$ cat config.mk
export PLATFORM = sky130hd
export DESIGN_NAME = seq_detector_p
export DESIGN_NICKNAME = d
export VERILOG_FILES = /design/src/rtl/seq_detector_pkg.sv /design/src/rtl/seq_window_cmp.sv /design/src/rtl/seq_detector_p.sv
export SDC_FILE = /design/constraint.sdc
export NUM_CORES = 1
export LEC_CHECK = 0
export CAP_MARGIN = 10
export CORE_MARGIN = 10
export CORE_UTILIZATION = 35
export DETAILED_ROUTE_END_ITERATION = 10
export REMOVE_ABC_BUFFERS = 1
export SETUP_SLACK_MARGIN = 0.2
export SYNTH_ARGS = -nofsm -noshare
export SYNTH_HDL_FRONTEND = slang
export SYNTH_SLANG_ARGS = --single-unit
$ cat constraint.sdc
create_clock -name clk -period 3.6 [get_ports clk]
set_input_delay 0.72 -clock clk [delete_from_list [all_inputs] [get_ports clk]]
set_output_delay 0.72 -clock clk [all_outputs]
set_load 0.02 [all_outputs]
$ cat src/rtl/seq_detector_pkg.sv
// Shared types for the serial pattern detector: FSM state encoding and the
// helper that sizes the length/fill fields from the maximum pattern width.
package seq_detector_pkg;

  typedef enum logic [1:0] {
    IDLE = 2'd0,
    FILL = 2'd1,
    HUNT = 2'd2,
    HIT  = 2'd3
  } state_t;

  function automatic int len_width(input int pat_w);
    return $clog2(pat_w + 1);
  endfunction

endpackage

$ cat src/rtl/seq_window_cmp.sv
// Masked compare of the candidate history window against the loaded pattern;
// only bits below the programmed length take part.
module seq_window_cmp
  import seq_detector_pkg::*;
#(
  parameter int PAT_W = 8,
  parameter int LEN_W = len_width(PAT_W)
) (
  input  logic [PAT_W-1:0] window,
  input  logic [PAT_W-1:0] pat,
  input  logic [PAT_W-1:0] mask,
  input  logic [LEN_W-1:0] len,
  output logic             hit
);

  logic [PAT_W-1:0] len_mask;

  always_comb begin
    len_mask = '0;
    for (int i = 0; i < PAT_W; i++) begin
      len_mask[i] = (i < int'(len));
    end
  end

  assign hit = ((window ^ pat) & mask & len_mask) == '0;

endmodule

$ cat src/rtl/seq_detector_p.sv
// Runtime-programmable serial pattern detector with registered Moore match pulse.
// Define SEQDET_COUNT_EN to add the saturating match counter (cnt_clr/match_cnt).
module seq_detector_p
  import seq_detector_pkg::*;
#(
  parameter int  PAT_W = 8,
  parameter int  CNT_W = 16,
  localparam int LEN_W = len_width(PAT_W)
) (
  input  logic             clk,
  input  logic             rst,
  input  logic             din_valid,
  input  logic             din,
  input  logic             pat_load,
  input  logic [PAT_W-1:0] pat_in,
  input  logic [PAT_W-1:0] mask_in,
  input  logic [LEN_W-1:0] len_in,
  input  logic             overlap,
  output logic             match,
  output logic             armed
`ifdef SEQDET_COUNT_EN
  ,
  input  logic             cnt_clr,
  output logic [CNT_W-1:0] match_cnt
`endif
);

  if (PAT_W < 2 || PAT_W > 32 || CNT_W < 1) begin : g_bad_param
    $error("seq_detector_p: PAT_W must be 2..32 and CNT_W at least 1");
  end

  state_t           state;
  state_t           state_next;
  logic [PAT_W-1:0] pattern;
  logic [PAT_W-1:0] mask;
  logic [PAT_W-1:0] hist;
  logic [PAT_W-1:0] window;
  logic [LEN_W-1:0] len;
  logic [LEN_W-1:0] fill;
  logic [LEN_W-1:0] len_clamp;
  logic [LEN_W:0]   fill_inc;
  logic             full;
  logic             cmp_hit;
  logic             bit_hit;
  logic             unused_hist_msb;

  assign len_clamp       = (len_in > LEN_W'(PAT_W)) ? LEN_W'(PAT_W) : len_in;
  assign window          = {hist[PAT_W-2:0], din};
  assign unused_hist_msb = hist[PAT_W-1];
  assign fill_inc        = {1'b0, fill} + (LEN_W+1)'(1);
  assign full            = fill_inc >= {1'b0, len};
  assign bit_hit         = full & cmp_hit;

  seq_window_cmp #(
    .PAT_W(PAT_W),
    .LEN_W(LEN_W)
  ) u_cmp (
    .window(window),
    .pat   (pattern),
    .mask  (mask),
    .len   (len),
    .hit   (cmp_hit)
  );

  always_ff @(posedge clk or negedge rst) begin
    if (!rst) state <= IDLE;
    else      state <= state_next;
  end

  always_comb begin
    state_next = state;
    if (pat_load) begin
      state_next = (len_in == '0) ? IDLE : FILL;
    end else if (state != IDLE) begin
      if (din_valid) begin
        if (bit_hit)   state_next = HIT;
        else if (full) state_next = HUNT;
        else           state_next = FILL;
      end else if (state == HIT) begin
        state_next = overlap ? HUNT : FILL;
      end
    end
  end

  always_comb begin
    match = (state == HIT);
    armed = (state != IDLE);
  end

  // A load discards the concurrent din bit; a non-overlapping hit restarts the fill.
  always_ff @(posedge clk or negedge rst) begin
    if (!rst) begin
      pattern <= '0;
      mask    <= '0;
      len     <= '0;
      hist    <= '0;
      fill    <= '0;
    end else if (pat_load) begin
      pattern <= pat_in;
      mask    <= mask_in;
      len     <= len_clamp;
      hist    <= '0;
      fill    <= '0;
    end else if (state != IDLE && din_valid) begin
      hist <= window;
      if (bit_hit && !overlap) fill <= '0;
      else if (full)           fill <= len;
      else                     fill <= fill_inc[LEN_W-1:0];
    end
  end

`ifdef SEQDET_COUNT_EN
  logic cnt_inc;

  assign cnt_inc = (state_next == HIT);

  always_ff @(posedge clk or negedge rst) begin
    if (!rst)                            match_cnt <= '0;
    else if (cnt_clr)                    match_cnt <= CNT_W'(cnt_inc);
    else if (cnt_inc && match_cnt != '1) match_cnt <= match_cnt + CNT_W'(1);
  end
`endif

endmodule

Yosys cells after proc, flatten, opt, wreduce, memory -nomap -nowiden
Cells that the tools add are included.

Flip-flop bits (word level): 33. Latch bits: 0. Bits in writable memories: 0. Bits in read-only memories: 0. Input bits: 26. Output and inout port bits: 2. Logic and storage cells: 47. Memories kept: 0.

Add/sub/neg operators: 1. Multipliers: 0. Div/mod/pow operators: 0. $lt $le $gt $ge: 10. Equality and inequality tests: 1. Shift-type cells: 0. Mux-type cells: 15. Bitwise gates (word level): 4. Reductions and logical operators: 10.

Operators by type and width (count): $mux W4 (5); $and A8 B8 Y8 (2); $lt A3 B4 Y1 const A (4); $mux W2 (7); $mux W7 (2); $logic_not A8 Y1 (1); $lt A1 B4 Y1 const A (2); $lt A2 B4 Y1 const A (2); $xor A8 B8 Y8 (1); $reduce_bool A2 Y1 (3); $add A4 B1 Y5 const B (1); $ge A5 B4 Y1 (1); $gt A4 B4 Y1 const B (1); $logic_not A4 Y1 (1); $reduce_bool A3 Y1 (1); $eq A2 B2 Y1 const B (1); $logic_and A1 B1 Y1 (2); $reduce_and A2 Y1 (1); $and A1 B1 Y1 (1); $logic_not A1 Y1 (1); $mux W1 (1).

Depth between registers and ports, before layout
Gate-level depths: netlist of run 1.

Word-level depth: 9. Depth in mapped cells: 8. Depth with buffers taken out: 7.

Cells and area by module
From an unflattened synthesis of run 1, not the netlist that was laid out.

Cells, all modules: 151. Area, all modules: 1752.9 um2.

Modules (own cells, without submodules): seq_detector_p (times used 1, cells an instance 126, area an instance 1549.0 um2, sequential area each 825.8 um2); seq_window_cmp (times used 1, cells an instance 25, area an instance 203.9 um2, sequential area each 0.0 um2).

Worst setup path before layout of run 1
Ideal clock, no wire load.

Kind: register to register. From: register fill[0]. To: register fill[0]. Setup time: 95 ps. Arrival time: 1991 ps. Data required time: 3505 ps. Slack: 1514 ps. Cell stages (with the launch flop): 8. Path buffers: 1. Clock period less this slack: 2086 ps. Path through: dfrtp_1 -> ha_1 -> ha_1 -> a211oi_1 -> o21a_1 -> buf_2 -> mux2_2 -> o31ai_1.

Longest elaborated chain between the ends: 7. Elaborated cells on any way between the ends: 8. Classes of those cells: add/sub: 1; order compare: 1; mux: 4; bitwise: 1; reduce/logical: 1.

Ends and longest elaborated chain: start: declaration (line seq_detector_p.sv:39) `logic [LEN_W-1:0] fill;`; start signal: assignment (line seq_detector_p.sv:107) `else if (full) fill <= len;`; start signal: assignment (line seq_detector_p.sv:108) `else fill <= fill_inc[LEN_W-1:0];`; $add A4 B1 Y5 * (line seq_detector_p.sv:50) `assign fill_inc = {1'b0, fill} + (LEN_W+1)'(1);`; $ge A5 B4 Y1 (line seq_detector_p.sv:51) `assign full = fill_inc >= {1'b0, len};`; $and A1 B1 Y1 (line seq_detector_p.sv:52) `assign bit_hit = full & cmp_hit;`; $logic_and A1 B1 Y1 (line seq_detector_p.sv:106) `if (bit_hit && !overlap) fill <= '0;`; $mux W4 * (line seq_detector_p.sv:106); $mux W4 * (line seq_detector_p.sv:104) `end else if (state != IDLE && din_valid) begin`; $mux W4 * (line seq_detector_p.sv:98) `end else if (pat_load) begin`.

Every way passes the cells marked *; elsewhere a longest branch is shown, timed or not. The select of a mux whose other input is x is not followed. A chain may end at the register's enable or synchronous reset.

Final worst setup path of run 1
Ends and elaborated chain as after synthesis.

==> impl_metrics.csv, run 1 <==
group,metric,value,unit
status,status,"finished, final reports clean",
final_layout,layout-drive-gt1-share,0.1724,
sta,slew_headroom,0.6619,
worst_setup_path,startpoint,"fill[0]",
sta,min_period,2.470,ns
global_routing,grt_max_degree,34,
floorplanning,rows,25,
logic_synthesis,syn_area,0.001662,mm²
sta,finalSetupViolations,0,
floorplanning,ios,28,
placement,io_buffers,27,
floorplanning,die_y,88.90,µm
sta,tns,0,ns
power_and_ir_drop,p_leak,0.8958,nW
sta,slew_violations,0,
sta,finalCritPeriodShare,0.6861,
global_routing,grt-busiest-layer,"met2",
power_and_ir_drop,switchingPower,0.2571,mW
cts,cts_root_buffer,"clkbuf_8",
logic_synthesis,synth.largest_area_cell,"dfrtp_1",
sta,finClkSkew,0.002294,ns
worst_setup_path,reg2reg_from,"fill[0]",
placement,placed_cell_area,0.001997,mm²
sta,worstMarginPinSlew,0.5008,ns
logic_synthesis,netlist_top_cells_area,"dfrtp_1, mux2_2, ha_1",
sta,holdWs,0.5177,ns
cts,cts.sinks,33,
logic_synthesis,ys.flop_type,"dfrtp_1",
detailed_routing,drc,0,
cts,htreeDepth,2,
run,cap_viol_max_count,0,
global_routing,use_met2,0.1769,
worst_setup_path,critical_path_class,"reg2reg",
cts,ctsHoldBuffers,0,
global_routing,gr-total-overflow,0,
power_and_ir_drop,p_per_area,445.6,mW/mm²
placement,routabilityCongestion,0.7743,
worst_setup_path,r2r-end,"fill[0]",
worst_setup_path,ff2ff_path_depth,7,
global_routing,grt_pass1_vias,1359,
worst_setup_path,path_max_fanout,7,
worst_setup_path,start_kind,"flip-flop",
logic_synthesis,synth_edf_count,0,
logic_synthesis,synth_cell_type_count,35,
power_and_ir_drop,irDropWorstVdd,0.0002175,V
final_layout,fin_nets,205,
cts,cts_tree,"yes",
global_routing,met3_usage,0.02917,
logic_synthesis,async_flop_share,1.000,
power_and_ir_drop,switching_share,0.2770,
worst_setup_path,rrSetupSlack,1.13,ns
final_layout,nFillCells,412,
cts,post_cts_resized,0,
placement,placed_cells,221,
worst_setup_path,crit_required,3.77,ns
logic_synthesis,netlist_instances,143,
global_routing,grt_pass1_wl,6382,µm
final_layout,area_growth,25.38,%
floorplanning,core_area,0.004661,mm²
sta,rsz0062_at_grt,"no",
detailed_routing,postRouteAntennaNets,0,
final_layout,postLayoutCellArea,0.002083,mm²
logic_synthesis,yosysSeqAreaShare,0.4970,
cts,cts_made_buffers,5,
cts,clkTransAtPathRegs,0.06,ns
detailed_routing,drt_wl_total,3678,µm
final_layout,diodes,0,
worst_hold_path,min_path_type,"reg2reg",
detailed_routing,first_pass_iters,4,
detailed_routing,drt_iter0_markers,62,
floorplanning,die-width,88.90,µm
logic_synthesis,synth_area_per_cell,11.62,µm²
power_and_ir_drop,power_frac_comb,0.238,
placement,dpl.hpwl,2849,µm
worst_setup_path,crit_end,"fill[0]",
detailed_routing,via_per_inst,5.469,
final_layout,stdcell_count,228,
power_and_ir_drop,total_power,0.9283,mW
cts,clk_path_buf_depth,2,
floorplanning,dieArea,0.007903,mm²
logic_synthesis,yosys_warnings,0,
global_routing,antenna_found_initial,0,
global_routing,grtUsageMet1,0.1183,
detailed_routing,routedWlPerCell,16.13,µm
logic_synthesis,ys_ff_latch,33,
sta,hold_viol,0,
power_and_ir_drop,seqPwrFrac,0.473,
cts,post_cts_buffers,0,
power_and_ir_drop,internal_power,0.6712,mW
global_routing,grt_usage,0.1031,
cts,clock_latency,0.27,ns
detailed_routing,via_count,1247,
floorplanning,floorplan.initialDensity,0.3565,
worst_setup_path,arrival,2.64,ns
logic_synthesis,synth_top_area_share,0.4970,
worst_setup_path,endpoint_kind,"flip-flop",
power_and_ir_drop,power_frac_clock,0.289,
sta,max_freq,0.4049,GHz
==> metrics by stage <==
step             util  setup WS (ns)
6_report       0.4470          1.130
5_1_grt        0.4470         0.9728
4_1_cts        0.4470          1.135
3_5_place_dp   0.4285          1.171
3_3_place_gp   0.4285          1.335
2_1_floorplan       -          1.480
==> worst min-delay path by stage <==
stage	slack (ns)	endpoint	cells past startpoint	from
after floorplan	0.42	fill[0]	0	rst
after global placement	0.50	fill[1]	2	fill[1]
after detailed placement	0.51	mask[5]	1	mask[5]
after CTS	0.53	mask[5]	1	mask[5]
after global routing	0.54	mask[1]	1	mask[1]
final	0.52	mask[5]	1	mask[5]
==> layer usage <==
| metal | vias to the layer above | routed length [µm] |
|---|---|---|
| met1 | 634 | 1607 |
| met4 | 0 | 21 |
| met3 | 2 | 188 |
| met5 | - | 0 |
| met2 | 24 | 1860 |
| li1 | 587 | - |
==> worst max-delay path, stage by stage, from the launching register on <==
cell and delay [ns]:
dfrtp_1 0.43, ha_1 0.24, xor2_1 0.23, ha_1 0.28, o21ai_0 0.18, o21a_1 0.38
mux2_2 0.39, o31ai_1 0.23
==> sequential cells by signal (all words and copies together) (netlist names) <==
| register | count |
|---|---|
| pattern | 8 |
| len | 4 |
| fill | 4 |
| hist | 7 |
| mask | 8 |
| state | 2 |
==> synth_stat cells (2+ instances only) <==
library cell and number:
dfrtp_1 33, mux2_2 17, nand2_1 8, a22o_1 7
o21ai_0 7, xor2_1 7, ha_1 5, inv_1 5
clkbuf_1 4, nand3_1 4, o31ai_1 4, a21oi_1 3
a31oi_1 3, mux2i_1 3, nand3b_1 3, nor2_1 3
xnor2_1 3, a22oi_1 2, a31o_2 2, and2_1 2
buf_2 2, nand2b_1 2, or3_1 2
==> cells by family after synthesis <==
kind of cell | count (synthesis) | synth area share
buffers and inverters | 11 | 0.02635
XOR/XNOR | 10 | 0.05271
AND/OR/NAND/NOR | 29 | 0.1032
adder cells (fa/ha/maj) | 5 | 0.03765
multiplexers | 20 | 0.1333
AO/OA/AOI/OAI | 35 | 0.1499
flip-flops | 33 | 0.4970
==> area by class of cell <==
cell class,instances,area [µm²],share of cell area
clock buffer,7,86.33,0.04144
timing repair buffer,30,292.8,0.1405
sequential,33,825.8,0.3964
inverter,5,18.77,0.009009
multi-input combinational,99,792.0,0.3802
tap,54,67.56,0.03243
==> power by group through the flow <==
stage / combinational (mW) / clock, mW / sequential, mW
floorplan: 0.141 / 0 / 0.434
CTS: 0.223 / 0.281 / 0.439
detailed placement: 0.221 / 0 / 0.446
finish: 0.221 / 0.269 / 0.439
global placement: 0.213 / 0 / 0.444
global route: 0.249 / 0.295 / 0.444
==> cells in the final DEF, fill, tap and decap left out, types with 2 or more instances in the layout <==
cell type,instances
nand3b_1,3
nor2_1,3
buf_4,3
mux2_2,17
a31o_2,2
dfrtp_1,33
xor2_1,7
a22oi_1,2
and2_1,2
nand3_1,4
o31ai_1,4
clkdlybuf4s50_1,27
or3_1,2
clkbuf_8,6
ha_1,5
a31oi_1,3
a22o_1,7
xnor2_1,3
nand2b_1,2
o21ai_0,7
nand2_1,8
a21oi_1,3
inv_1,5
mux2i_1,3
(Power assumes the default switching activity.)
==> run 2: changes to the inputs <==
clock period = 2.3 ns   (was 3.6 ns; I/O delays follow)
==> impl_metrics.csv, run 2 (synthesis gave the netlist of run 1 again) <==
group,metric,value,unit
status,status,"finished, final reports clean",
detailed_routing,postRouteAntennaNets,0,
sta,min_period,2.047,ns
final_layout,diodes,0,
cts,clkTransAtPathRegs,0.07,ns
final_layout,register_area,825.8,µm²
sta,worstMarginPinSlew,0.4969,ns
worst_setup_path,crit_required,2.47,ns
worst_setup_path,endpoint_kind,"flip-flop",
cts,cts_tree,"yes",
worst_setup_path,arrival,2.21,ns
detailed_routing,drt_wl_total,3989,µm
sta,max_freq,0.4884,GHz
final_layout,area_growth,30.12,%
global_routing,gr-total-overflow,0,
placement,placed_cells,224,
detailed_routing,routedWlPerCell,16.90,µm
power_and_ir_drop,power_frac_clock,0.276,
floorplanning,floorplan.initialDensity,0.3565,
sta,slew_violations,0,
floorplanning,ios,28,
power_and_ir_drop,p_per_area,713.1,mW/mm²
floorplanning,rows,25,
power_and_ir_drop,internal_power,1.081,mW
global_routing,grt_pass1_wl,6727,µm
sta,finalCritPeriodShare,0.8902,
global_routing,grt_usage,0.1110,
power_and_ir_drop,p_leak,0.9315,nW
sta,rsz0062_at_grt,"yes",
sta,finalSetupViolations,0,
cts,ctsHoldBuffers,0,
placement,io_buffers,27,
sta,slew_headroom,0.6645,
final_layout,multiInputGateArea,822.0,µm²
sta,tns,0,ns
final_layout,fin_nets,212,
worst_setup_path,path_max_fanout,4,
final_layout,top_regs,"mask x8, pattern x8, hist x7",
detailed_routing,via_per_inst,5.339,
sta,finClkSkew,0.006574,ns
global_routing,grt_pass1_vias,1390,
run,cap_viol_max_count,0,
floorplanning,dieArea,0.007903,mm²
floorplanning,die_y,88.90,µm
power_and_ir_drop,power_frac_comb,0.279,
cts,htreeDepth,2,
detailed_routing,drt_iter0_markers,93,
final_layout,nFillCells,428,
detailed_routing,via_count,1260,
final_layout,stdcell_count,236,
floorplanning,core_area,0.004661,mm²
cts,cts_made_buffers,5,
sta,hold_viol,0,
power_and_ir_drop,irDropWorstVdd,0.0002488,V
cts,cts_root_buffer,"clkbuf_8",
global_routing,antenna_found_initial,0,
power_and_ir_drop,switching_share,0.2991,
placement,dpl.hpwl,3060,µm
cts,clock_latency,0.29,ns
power_and_ir_drop,seqPwrFrac,0.445,
final_layout,final_common_cell,"dfrtp_1",
final_layout,final_cell_mix,"dfrtp_1, clkdlybuf4s50_1, mux2_2, buf_4, nand2_1",
cts,cts.sinks,33,
detailed_routing,drc,0,
floorplanning,die-width,88.90,µm
detailed_routing,first_pass_iters,4,
global_routing,grt_max_degree,34,
final_layout,layout-drive-gt1-share,0.2473,
worst_hold_path,min_path_type,"reg2reg",
worst_setup_path,start_kind,"flip-flop",
worst_setup_path,critical_path_class,"reg2reg",
power_and_ir_drop,switchingPower,0.4612,mW
cts,clk_path_buf_depth,2,
placement,routabilityCongestion,0.7834,
==> run 2: path summary, 6_finish.rpt <==
check	start	endpoint	slack (ns)	depth (start not counted)
setup / recovery	fill[1]	fill[1]	0.25	8
hold / removal	mask[3]	mask[3]	0.53	1
setup reg to reg	fill[1]	fill[1]	0.25	8
hold reg to reg	mask[3]	mask[3]	0.53	1
max in group asynchronous	rst	mask[1]	1.43	2
min in group asynchronous	rst	fill[2]	0.57	2
==> run 2: power groups by stage <==
| stage | Combinational, mW | Clock (mW) | Sequential, mW |
|---|---|---|---|
| floorplan | 0.221 | 0 | 0.679 |
| global placement | 0.346 | 0 | 0.694 |
| detailed placement | 0.365 | 0 | 0.698 |
| CTS | 0.396 | 0.437 | 0.685 |
| global route | 0.469 | 0.476 | 0.694 |
| finish | 0.430 | 0.425 | 0.686 |
==> run 2: repair_timing <==
item | in CTS | in global routing
resized for setup | 4 | 4
buffers inserted | 2 | 2
endpoints found under the setup margin | 5 | 6
pin swaps | 1 | 2
gates cloned | 0 | 0
==> run 2: worst max-delay path, stage by stage (launching register included) <==
cell,delay (ns)
dfrtp_1,0.39
ha_2,0.22
xor2_2,0.20
ha_1,0.24
o21ai_0,0.10
o21a_2,0.22
buf_4,0.15
nor4_4,0.27
o31ai_1,0.13
==> run 2: cell type report <==
cell class,count,area share
clock inverters,2,0.004630
clock buffers,6,0.03356
multi-input cells,99,0.3802
flip-flops and latches,33,0.3819
well taps,54,0.03125
repair buffers,37,0.1597
inverters,5,0.008681
==> run 2: through the flow <==
step	cell area [µm²]	utilization	total power, mW	hold WS (ns)	setup slack [ns]
after floorplan	1637	-	0.9009	0.1644	0.1799
after detailed placement	2019	0.4333	1.064	0.5109	0.07638
final	2162	0.4639	1.542	0.5288	0.2526
after global placement	2019	0.4333	1.040	0.5059	0.2059
after global routing	2162	0.4639	1.639	0.5403	0.1570
after CTS	2132	0.4575	1.518	0.5282	0.2067
==> run 2: per-layer routing <==
metal | track usage | wire [µm]
met2 | 0.1749 | 1905
met5 | 0 | 0
met1 | 0.1291 | 1765
met4 | 0.05286 | 114
met3 | 0.04376 | 204
==> run 3: changes to the inputs <==
CELL_PAD_IN_SITES_DETAIL_PLACEMENT = 0   (was not set)
CELL_PAD_IN_SITES_GLOBAL_PLACEMENT = 2   (was not set)
CORE_UTILIZATION = 34   (was 35)
PLACE_DENSITY_LB_ADDON = 0.1   (was not set)
==> impl_metrics.csv, run 3 (synthesis gave the netlist of run 1 again) <==
group,metric,value,unit
status,status,"finished, final reports clean",
cts,cts_tree,"yes",
cts,cts.sinks,33,
final_layout,final_common_cell,"dfrtp_1",
final_layout,final_core_util,0.4842,
worst_setup_path,ff2ff_path_depth,7,
power_and_ir_drop,p_leak,0.9673,nW
run,cap_viol_max_count,0,
worst_setup_path,reg2reg_from,"fill[1]",
worst_hold_path,min-delay-start,"mask[7]",
worst_setup_path,arrival,2.20,ns
floorplanning,core_area,0.004723,mm²
placement,place_ws,0.06320,ns
sta,finalSetupViolations,0,
worst_hold_path,holdPathStages,1,
detailed_routing,postRouteAntennaNets,0,
final_layout,top_regs,"mask x8, pattern x8, hist x7",
global_routing,antenna_found_initial,0,
final_layout,final_cell_mix,"dfrtp_1, clkdlybuf4s50_1, mux2_2, buf_4, nand2_1",
global_routing,grt_pass1_vias,1359,
power_and_ir_drop,total_power,1.705,mW
sta,finClkSkew,0.005287,ns
final_layout,diodes,0,
detailed_routing,via_count,1250,
sta,slew_violations,0,
detailed_routing,routedWlPerCell,15.99,µm
global_routing,grt-busiest-layer,"met2",
final_layout,fin_nets,213,
worst_hold_path,holdPathEnd,"mask[7]",
detailed_routing,drt_iter0_markers,64,
detailed_routing,first_pass_iters,4,
sta,max_freq,0.4906,GHz
placement,io_buffers,27,
cts,ctsHoldBuffers,0,
floorplanning,dieArea,0.008083,mm²
floorplanning,floorplan.initialDensity,0.3518,
cts,cts_made_buffers,5,
final_layout,area_growth,37.65,%
cts,cts_root_buffer,"clkbuf_8",
worst_setup_path,endpoint_kind,"flip-flop",
sta,tns,0,ns
power_and_ir_drop,irDropWorstVdd,0.0003910,V
final_layout,postLayoutCellArea,0.002287,mm²
sta,min_period,2.038,ns
placement,dpl.hpwl,2993,µm
floorplanning,rows,25,
cts,htreeDepth,2,
final_layout,layout-drive-gt1-share,0.2842,
detailed_routing,via_per_inst,5.000,
final_layout,nFillCells,436,
global_routing,met3_usage,0.03824,
global_routing,gr-total-overflow,0,
floorplanning,die-width,89.91,µm
sta,hold_viol,0,
power_and_ir_drop,p_per_area,745.7,mW/mm²
global_routing,grt_pass1_wl,6596,µm
global_routing,grtUsageMet1,0.1198,
worst_hold_path,min_path_type,"reg2reg",
placement,placed_cell_area,0.002036,mm²
sta,fin_ws,0.2616,ns
placement,routabilityCongestion,0.6747,
cts,clkTransAtPathRegs,0.07,ns
sta,slew_headroom,0.6501,
sta,finalCritPeriodShare,0.8862,
global_routing,grt_usage,0.1020,
cts,clk_path_buf_depth,2,
worst_setup_path,rrSetupSlack,0.26,ns
cts,clock_latency,0.29,ns
floorplanning,ios,28,
detailed_routing,drc,0,
worst_setup_path,start_kind,"flip-flop",
worst_setup_path,crit_required,2.46,ns
worst_setup_path,critical_path_class,"reg2reg",
global_routing,use_met2,0.1653,
worst_setup_path,path_max_fanout,4,
worst_setup_path,r2r-end,"fill[3]",
floorplanning,die_y,89.91,µm
sta,rsz0062_at_grt,"no",
global_routing,grt_max_degree,34,
sta,worstMarginPinSlew,0.5183,ns
detailed_routing,drt_wl_total,3998,µm
==> run 3: power breakdown <==
group,leakage (nW),internal [mW],switching [mW]
Sequential,0.413,0.634,0.0563
Combinational,0.497,0.246,0.201
Clock,0.0574,0.352,0.217
==> run 3: how the worst max path moves through the flow <==
stage / startpoint / to / slack (ns)
CTS: fill[0] / fill[0] / 0.20
global route: fill[0] / fill[2] / 0.18
global placement: fill[0] / fill[0] / 0.12
finish: fill[1] / fill[3] / 0.26
floorplan: fill[0] / fill[0] / 0.18
detailed placement: fill[0] / fill[0] / 0.06
==> run 3: through the flow <==
| stage | instances | hold slack [ns] |
|---|---|---|
| 2_1_floorplan | 137 | 0.1644 |
| 3_3_place_gp | 237 | 0.4990 |
| 3_5_place_dp | 237 | 0.5018 |
| 4_1_cts | 246 | 0.5174 |
| 5_1_grt | 250 | 0.5451 |
| 6_report | 250 | 0.5110 |
==> run 3: area by class of cell <==
class	instances	area [µm²]	area share
Inverter	5	18.77	0.008206
Clock inverter	2	37.54	0.01641
Multi-Input combinational cell	99	878.3	0.3840
Timing Repair Buffer	38	360.3	0.1575
Tap cell	67	83.83	0.03665
Clock buffer	6	82.58	0.03611
Sequential cell	33	825.8	0.3611
==> run 3: critical path, cell delays in order (launching register included) <==
cell,delay (ns)
dfrtp_1,0.43
ha_4,0.19
xor2_2,0.15
ha_2,0.33
o21ai_1,0.05
o21a_2,0.25
nor4_4,0.39
o31ai_1,0.12
==> run 3: repair_timing <==
item | CTS | global route
resized for setup | 3 | 16
setup buffers | 1 | 4
pin swaps | 1 | 5
setup endpoints to repair | 5 | 6
endpoints found under the hold margin | 0 | 0
==> run 3: metal layers <==
metal,routed length (µm),share of wire
met3,165,0.041
met5,0,0
met4,48,0.012
met2,2038,0.51
met1,1746,0.44
